$ cat src/rtl/botao_pedestre_pkg.sv
// botao_pedestre_pkg: shared enums and constants for the pedestrian button path.
package semaforo_pkg;
    typedef enum logic [1:0] {R_IDLE, R_PEND, R_COOL} req_state_e;
    typedef enum logic {D_STABLE, D_COUNT} deb_state_e;
    localparam logic [2:0] VERDE    = 3'b100;
    localparam logic [2:0] AMARELO  = 3'b010;
    localparam logic [2:0] VERMELHO = 3'b001;
    localparam int CNT_W = 8;
endpackage

$ cat src/rtl/botao_pedestre_if.sv
// botao_pedestre_if: button/request signals between the conditioner and its user.
interface botao_pedestre_if;
    logic bt_raw;
    logic ack;
    logic bt_clean;
    logic req;
    logic busy;
    logic [semaforo_pkg::CNT_W-1:0] press_cnt;
    modport master(output bt_raw, ack, input bt_clean, req, busy, press_cnt);
    modport slave(input bt_raw, ack, output bt_clean, req, busy, press_cnt);
endinterface

$ cat src/rtl/botao_pedestre_debounce_bt.sv
// debounce_bt: synchronizes the raw button and accepts a level only after it
// has disagreed with the stable level for more than DEBOUNCE_CYCLES samples.
module debounce_bt
    import semaforo_pkg::*;
#(
    parameter int SYNC_STAGES     = 2,
    parameter int DEBOUNCE_CYCLES = 16
) (
    input  logic clk,
    input  logic rst,
    input  logic bt_raw_i,
    output logic bt_clean_o
);
    localparam int DW = $clog2(DEBOUNCE_CYCLES + 1);
    logic [SYNC_STAGES-1:0] sync_q;
    logic [DW-1:0] cnt_q, cnt_d;
    deb_state_e st_q, st_d;
    logic level_q, level_d, bt_sync, differ, done;
    assign bt_sync = sync_q[SYNC_STAGES-1];
    always_comb begin
        differ  = bt_sync != level_q;
        done    = st_q == D_COUNT && cnt_q == DW'(DEBOUNCE_CYCLES);
        st_d    = differ && !done ? D_COUNT : D_STABLE;
        cnt_d   = differ && !done ? cnt_q + DW'(1) : '0;
        level_d = differ && done ? ~level_q : level_q;
    end
    always_ff @(posedge clk or negedge rst) begin
        if (!rst) begin
            sync_q  <= '0;
            st_q    <= D_STABLE;
            cnt_q   <= '0;
            level_q <= 1'b0;
        end else begin
            sync_q  <= {sync_q[SYNC_STAGES-2:0], bt_raw_i};
            st_q    <= st_d;
            cnt_q   <= cnt_d;
            level_q <= level_d;
        end
    end
    assign bt_clean_o = level_q;
endmodule

$ cat src/rtl/botao_pedestre.sv
// botao_pedestre: debounced pedestrian button turned into a held, acknowledged request.
// Optional post-acknowledge lockout built when SEMAFORO_COOLDOWN_EN is defined.
module botao_pedestre
    import semaforo_pkg::*;
#(
    parameter int SYNC_STAGES     = 2,
    parameter int DEBOUNCE_CYCLES = 16,
    parameter int COOLDOWN_CYCLES = 64
) (
    input logic clk,
    input logic rst,
    botao_pedestre_if.slave bus
);
    req_state_e state_q, state_d;
    logic [CNT_W-1:0] cnt_q, cnt_d;
    logic bt_clean, clean_prev_q, press;
    debounce_bt #(.SYNC_STAGES(SYNC_STAGES), .DEBOUNCE_CYCLES(DEBOUNCE_CYCLES)) u_deb (
        .clk(clk), .rst(rst), .bt_raw_i(bus.bt_raw), .bt_clean_o(bt_clean)
    );
    assign press = bt_clean & ~clean_prev_q;
`ifdef SEMAFORO_COOLDOWN_EN
    localparam int CW = $clog2(COOLDOWN_CYCLES + 1);
    localparam req_state_e AFTER_ACK = R_COOL;
    logic [CW-1:0] cool_q, cool_d;
    // cool_q counts the remaining lockout cycles after the acknowledge edge
    always_comb begin
        cool_d = state_q == R_PEND && bus.ack ? CW'(COOLDOWN_CYCLES - 1)
               : state_q == R_COOL && cool_q != '0 ? cool_q - CW'(1) : cool_q;
    end
    always_ff @(posedge clk or negedge rst) begin
        if (!rst) cool_q <= '0;
        else cool_q <= cool_d;
    end
    assign bus.busy = state_q == R_COOL;
`else
    localparam req_state_e AFTER_ACK = R_IDLE;
    // constant 0; the comparison only keeps the lockout length referenced
    assign bus.busy = COOLDOWN_CYCLES < 0;
`endif
    always_comb begin
        state_d = state_q;
        if (state_q == R_IDLE && press) state_d = R_PEND;
        if (state_q == R_PEND && bus.ack) state_d = AFTER_ACK;
`ifdef SEMAFORO_COOLDOWN_EN
        if (state_q == R_COOL && cool_q == '0) state_d = R_IDLE;
`endif
        cnt_d = state_q == R_IDLE && press && !(&cnt_q) ? cnt_q + CNT_W'(1) : cnt_q;
    end
    always_ff @(posedge clk or negedge rst) begin
        if (!rst) begin
            state_q      <= R_IDLE;
            cnt_q        <= '0;
            clean_prev_q <= 1'b0;
        end else begin
            state_q      <= state_d;
            cnt_q        <= cnt_d;
            clean_prev_q <= bt_clean;
        end
    end
    assign bus.bt_clean  = bt_clean;
    assign bus.req       = state_q == R_PEND;
    assign bus.press_cnt = cnt_q;
endmodule

$ cat src/flat_wrapper.sv
// flat-port wrapper written by rule: the top's interface ports become plain ports
module botao_pedestre_flat import semaforo_pkg::*;
#(
    parameter int SYNC_STAGES     = 2,
    parameter int DEBOUNCE_CYCLES = 16,
    parameter int COOLDOWN_CYCLES = 64
)
  (clk, rst, bus_bt_raw, bus_ack, bus_bt_clean, bus_req, bus_busy, bus_press_cnt);
  botao_pedestre_if bus_i ();
  input logic clk;
  input logic rst;
  input wire logic [$bits(bus_i.bt_raw)-1:0] bus_bt_raw;
  input wire logic [$bits(bus_i.ack)-1:0] bus_ack;
  output wire logic [$bits(bus_i.bt_clean)-1:0] bus_bt_clean;
  output wire logic [$bits(bus_i.req)-1:0] bus_req;
  output wire logic [$bits(bus_i.busy)-1:0] bus_busy;
  output wire logic [$bits(bus_i.press_cnt)-1:0] bus_press_cnt;
  assign bus_i.bt_raw = bus_bt_raw;
  assign bus_i.ack = bus_ack;
  assign bus_bt_clean = bus_i.bt_clean;
  assign bus_req = bus_i.req;
  assign bus_busy = bus_i.busy;
  assign bus_press_cnt = bus_i.press_cnt;
  botao_pedestre #(.SYNC_STAGES(SYNC_STAGES), .DEBOUNCE_CYCLES(DEBOUNCE_CYCLES), .COOLDOWN_CYCLES(COOLDOWN_CYCLES)) u_core (.clk(clk), .rst(rst), .bus(bus_i));
endmodule
$ cat config.mk
export PLATFORM = sky130hd
export DESIGN_NAME = botao_pedestre_flat
export DESIGN_NICKNAME = d
export VERILOG_FILES = /design/src/rtl/botao_pedestre_pkg.sv /design/src/rtl/botao_pedestre_if.sv /design/src/rtl/botao_pedestre_debounce_bt.sv /design/src/rtl/botao_pedestre.sv /design/src/flat_wrapper.sv
export SDC_FILE = /design/constraint.sdc
export NUM_CORES = 1
export LEC_CHECK = 0
export CAP_MARGIN = 30
export CORE_MARGIN = 2
export CORE_UTILIZATION = 50
export DETAILED_ROUTE_END_ITERATION = 12
export PLACE_DENSITY = 0.76
export SLEW_MARGIN = 20
export SYNTH_ARGS = -nofsm -noshare
export SYNTH_HDL_FRONTEND = slang
export SYNTH_HIERARCHICAL = 1
export SYNTH_SLANG_ARGS = --single-unit
$ cat constraint.sdc
create_clock -name clk -period 1.6 [get_ports clk]
set_input_delay 0.32 -clock clk [delete_from_list [all_inputs] [get_ports clk]]
set_output_delay 0.32 -clock clk [all_outputs]
set_load 0.01 [all_outputs]
==> metrics list <==
- The flow ran to the end, and the final reports show no timing, DRC or antenna violations.
- The design draws 0.792 mW.
- Net count after synthesis: 80
* Final clock skew: 0.00665 ns
- Of the cells placed in the final design, the portion with a size suffix greater than 1 is 0.253.
* Switching Power: 0.188 mW
- Synth top area share: 0.557
* Area contributors post-synth: dfrtp_1, xor2_1, ha_1
- The min-delay analysis places its worst path in the category primary input to asynchronous set/reset pin.
- Cell area after synthesis: around 850 um^2
* Global-route wire length before repair: 2.84 mm
* Clock network latency to the later pin of the worst-skew pair: about 0.30 ns
- Number of cell rows: 14
- Critical Path Max Stage Delay: 0.55 ns
- Clock transition at the register clock pins on the worst setup and hold paths after CTS: 0.12 ns
* Crit path depth: 1
* Count of clock tree sinks: 19
- Comb power frac: 0.054
* Max Slew Vio Count: 0
- The most critical setup path has its startpoint at u_core/bus.press_cnt[5]$_DFFE_PN0P_.
- Final Setup Violations: 0
- Routed WL per cell: 14.4 um
* Clock group share of total power: 0.317
- Hold Slack: 0.333 ns
- For this block, the routed nets add up to about 1.7 mm of wire.
* Maximum number of pins on one net before global-route repair: 20
- Max-cap check violation count: 0
* Final core occ: 0.714
- Cts bufs inserted: 3
- For this run, the register share of the synthesized area comes to 0.557.
- STA classifies the critical path startpoint as a flip-flop.
* Post-route clock period utilization: 0.975
- Initial Utilization: 0.547
- TritonCTS clock tree: done
- Hold Vio Cnt, Final: 0
* Arr. time, crit path: roughly 1.2 ns
* Cell chosen for the clock root: clkbuf_4
- Most repeated cell in the gate-level netlist after synthesis: dfrtp_1
- Crit path buf inv count: 1
* Launch instance of the worst register-to-register path: u_core/clean_prev_q$_DFF_PN0_
* Hold bufs inserted after CTS: 0
- Worst-case register-to-register setup slack: 0.09 ns
* Placed Cells incl. Taps: 103
- Number of global-route vias before repair: 637
* Count of pins on the block boundary: 15
- Max FO, Critical Path: 3
- Total placed instance area: 1010 um^2
- After the last flow step, the layout net total stands at 107.
- The first TritonRoute pass finished after 4 iterations.
* Mapped Avg Cell Area: about 12 um^2
- Post-layout min period: around 1.6 ns
- Via-to-Cell Ratio: 5.34
- In this run the tool buffered the top-level ports with 13 buffer cells.
- From synthesis to final layout, the design area changed by 30.5%.
- The signal on the critical path passes through clkdlybuf4s50_1.
- The clock passes through at most 2 buffers.
- Detailed placement ended at an HPWL of 1.09 mm.
- Number of different library cells in the post-synthesis netlist: 24
* Count of H-tree levels built during CTS: 1
* Worst r2r path cells: 4
- Net switching fraction of the power: 0.237
- Routability-driven placement finished with a final weighted congestion of 0.782.
- Post-synthesis register bit count: 19
* Crit path capture: bus_press_cnt[5]
- The repair_antennas step left the layout with diodes totalling 0.
- Final cell count without fillers: 115
- Ys Warns: 6
- Summing over every cut layer, the via total after detailed routing is 614.
- Worst voltage drop across the vdd grid: 0.572 mV
- The initial antenna violation count was 0.
* Number of instances in the synthesized netlist: 73
- Flip-flop cell with the highest count after synthesis: dfrtp_1
- Post-route DRC violation count: 0
* Reg power frac: 0.629
- Of all flip-flops after synthesis, the portion carrying an async set or reset was 1.00.
* Post-DRT Antenna Nets: 0
- Cell leakage power: 0.590 nW
- Critical-path cell with the highest stage delay: clkdlybuf4s50_1
- For this design the ratio of total power to cell area is roughly 700 nW/um^2.
- Int Power: 0.605 mW
- Required time at the worst-slack endpoint: 1.28 ns
- Gr ovfl total: 0
* Die Ht: about 45 um
* Floorplan die width: 45.3 um
* Largest delay share family, worst path: buffers and inverters
* Layout Cell Area excl Fill: between 1000 and 1500 um^2
* Area of the die: slightly above 2000 um^2
- In this run, synthesis inferred 0 flip-flops with an integrated enable.
- Fmax: 641 MHz
* Crit path capture type: primary output
- After floorplanning, the core was sized to cover 1560 um^2.
- RR Endpoint: u_core/bus.press_cnt[7]$_DFFE_PN0P_
* Tot GR Track Use: 0.197
* Synth area leader: dfrtp_1
- Detailed router's first-iteration violation count: 5
- Critical path start-end classification: flip-flop to primary output
* Synth cell count leaders: dfrtp_1, nor2_1, nand2_1, xor2_1, inv_1
## timing repair
action                     in CTS  in global routing
setup endpoints to repair       8                  5
buffers inserted                7                  1
pin swaps                       0                  0
resized for setup               4                  4
## metrics by stage
step | TNS (ns) | setup WS (ns)
final | 0 | 0.0401
after global routing | -0.00111 | -0.00111
after CTS | 0 | 0.00439
after detailed placement | 0 | 0.0571
after global placement | 0 | 0.188
after floorplan | 0 | 0.172
## cell families (layout without fill, tap and decap cells)
kind of cell               count (synthesis)  after routing  share of synthesized area
other                                      1              1                    0.00439
DFF                                       19             19                      0.557
xor gates and xnor gates                   9              9                     0.0924
muxes                                      3              3                     0.0484
buffers and inverters                      6             32                     0.0308
AOI/OAI and AO/OA                          5              5                     0.0411
and+or+nand+nor                           27             27                      0.182
adders and majority gates                  3              3                     0.0440
## worst min-delay path by stage
stage          slack [ns]  cells past startpoint                             endpoint                              from
6_report             0.33                      2        u_core/clean_prev_q$_DFF_PN0_                               rst
5_1_grt              0.34                      2        u_core/clean_prev_q$_DFF_PN0_                               rst
3_5_place_dp         0.34                      0     u_core/u_deb/sync_q[1]$_DFF_PN0_  u_core/u_deb/sync_q[0]$_DFF_PN0_
4_1_cts              0.35                      2        u_core/clean_prev_q$_DFF_PN0_                               rst
3_3_place_gp         0.33                      0     u_core/u_deb/sync_q[1]$_DFF_PN0_  u_core/u_deb/sync_q[0]$_DFF_PN0_
2_1_floorplan        0.02                      0  u_core/bus.press_cnt[0]$_DFFE_PN0P_                               rst
## power by group through the flow
stage	clock network (mW)	registers, mW	logic [mW]
finish	0.251	0.499	0.0427
global route	0.277	0.500	0.0504
CTS	0.259	0.499	0.0441
detailed placement	0	0.508	0.0433
global placement	0	0.507	0.0425
floorplan	0	0.506	0.0228
## layout by cell type (no fill, tap or decap), types with 5 or more instances in the layout
cell,synthesis,final
buf_4,1,10
clkdlybuf4s50_1,0,9
dfrtp_1,19,17
inv_1,5,5
nand2_1,6,6
nor2_1,9,9
xor2_1,6,6
## cell type report
type | count | area (um^2)
Clock inverter | 1 | 7.51
Tap cell | 16 | 20.0
Inverter | 5 | 18.8
Fill cell | 120 | 445
Sequential cell | 19 | 478
Multi-Input combinational cell | 48 | 359
Timing Repair Buffer | 23 | 208
Clock buffer | 3 | 22.5
## sequential cells by signal, indices dropped and copies added (netlist names)
name and flops:
u_core/u_deb/bt_clean_o 1, u_core/clean_prev_q 1, u_core/u_deb/st_q 1, u_core/u_deb/cnt_q 5, u_core/u_deb/sync_q 2, u_core/bus.press_cnt 8
u_core/state_q 1
## metal layers
layer / global-route usage / share of wire / up-vias
li1: - / - / 292
met1: 0.254 / 0.44 / 287
met2: 0.317 / 0.48 / 29
met3: 0.0440 / 0.052 / 6
met4: 0.0882 / 0.027 / 0
met5: 0 / 0 / -
No activity file was read; power rests on OpenSTA's default activity.
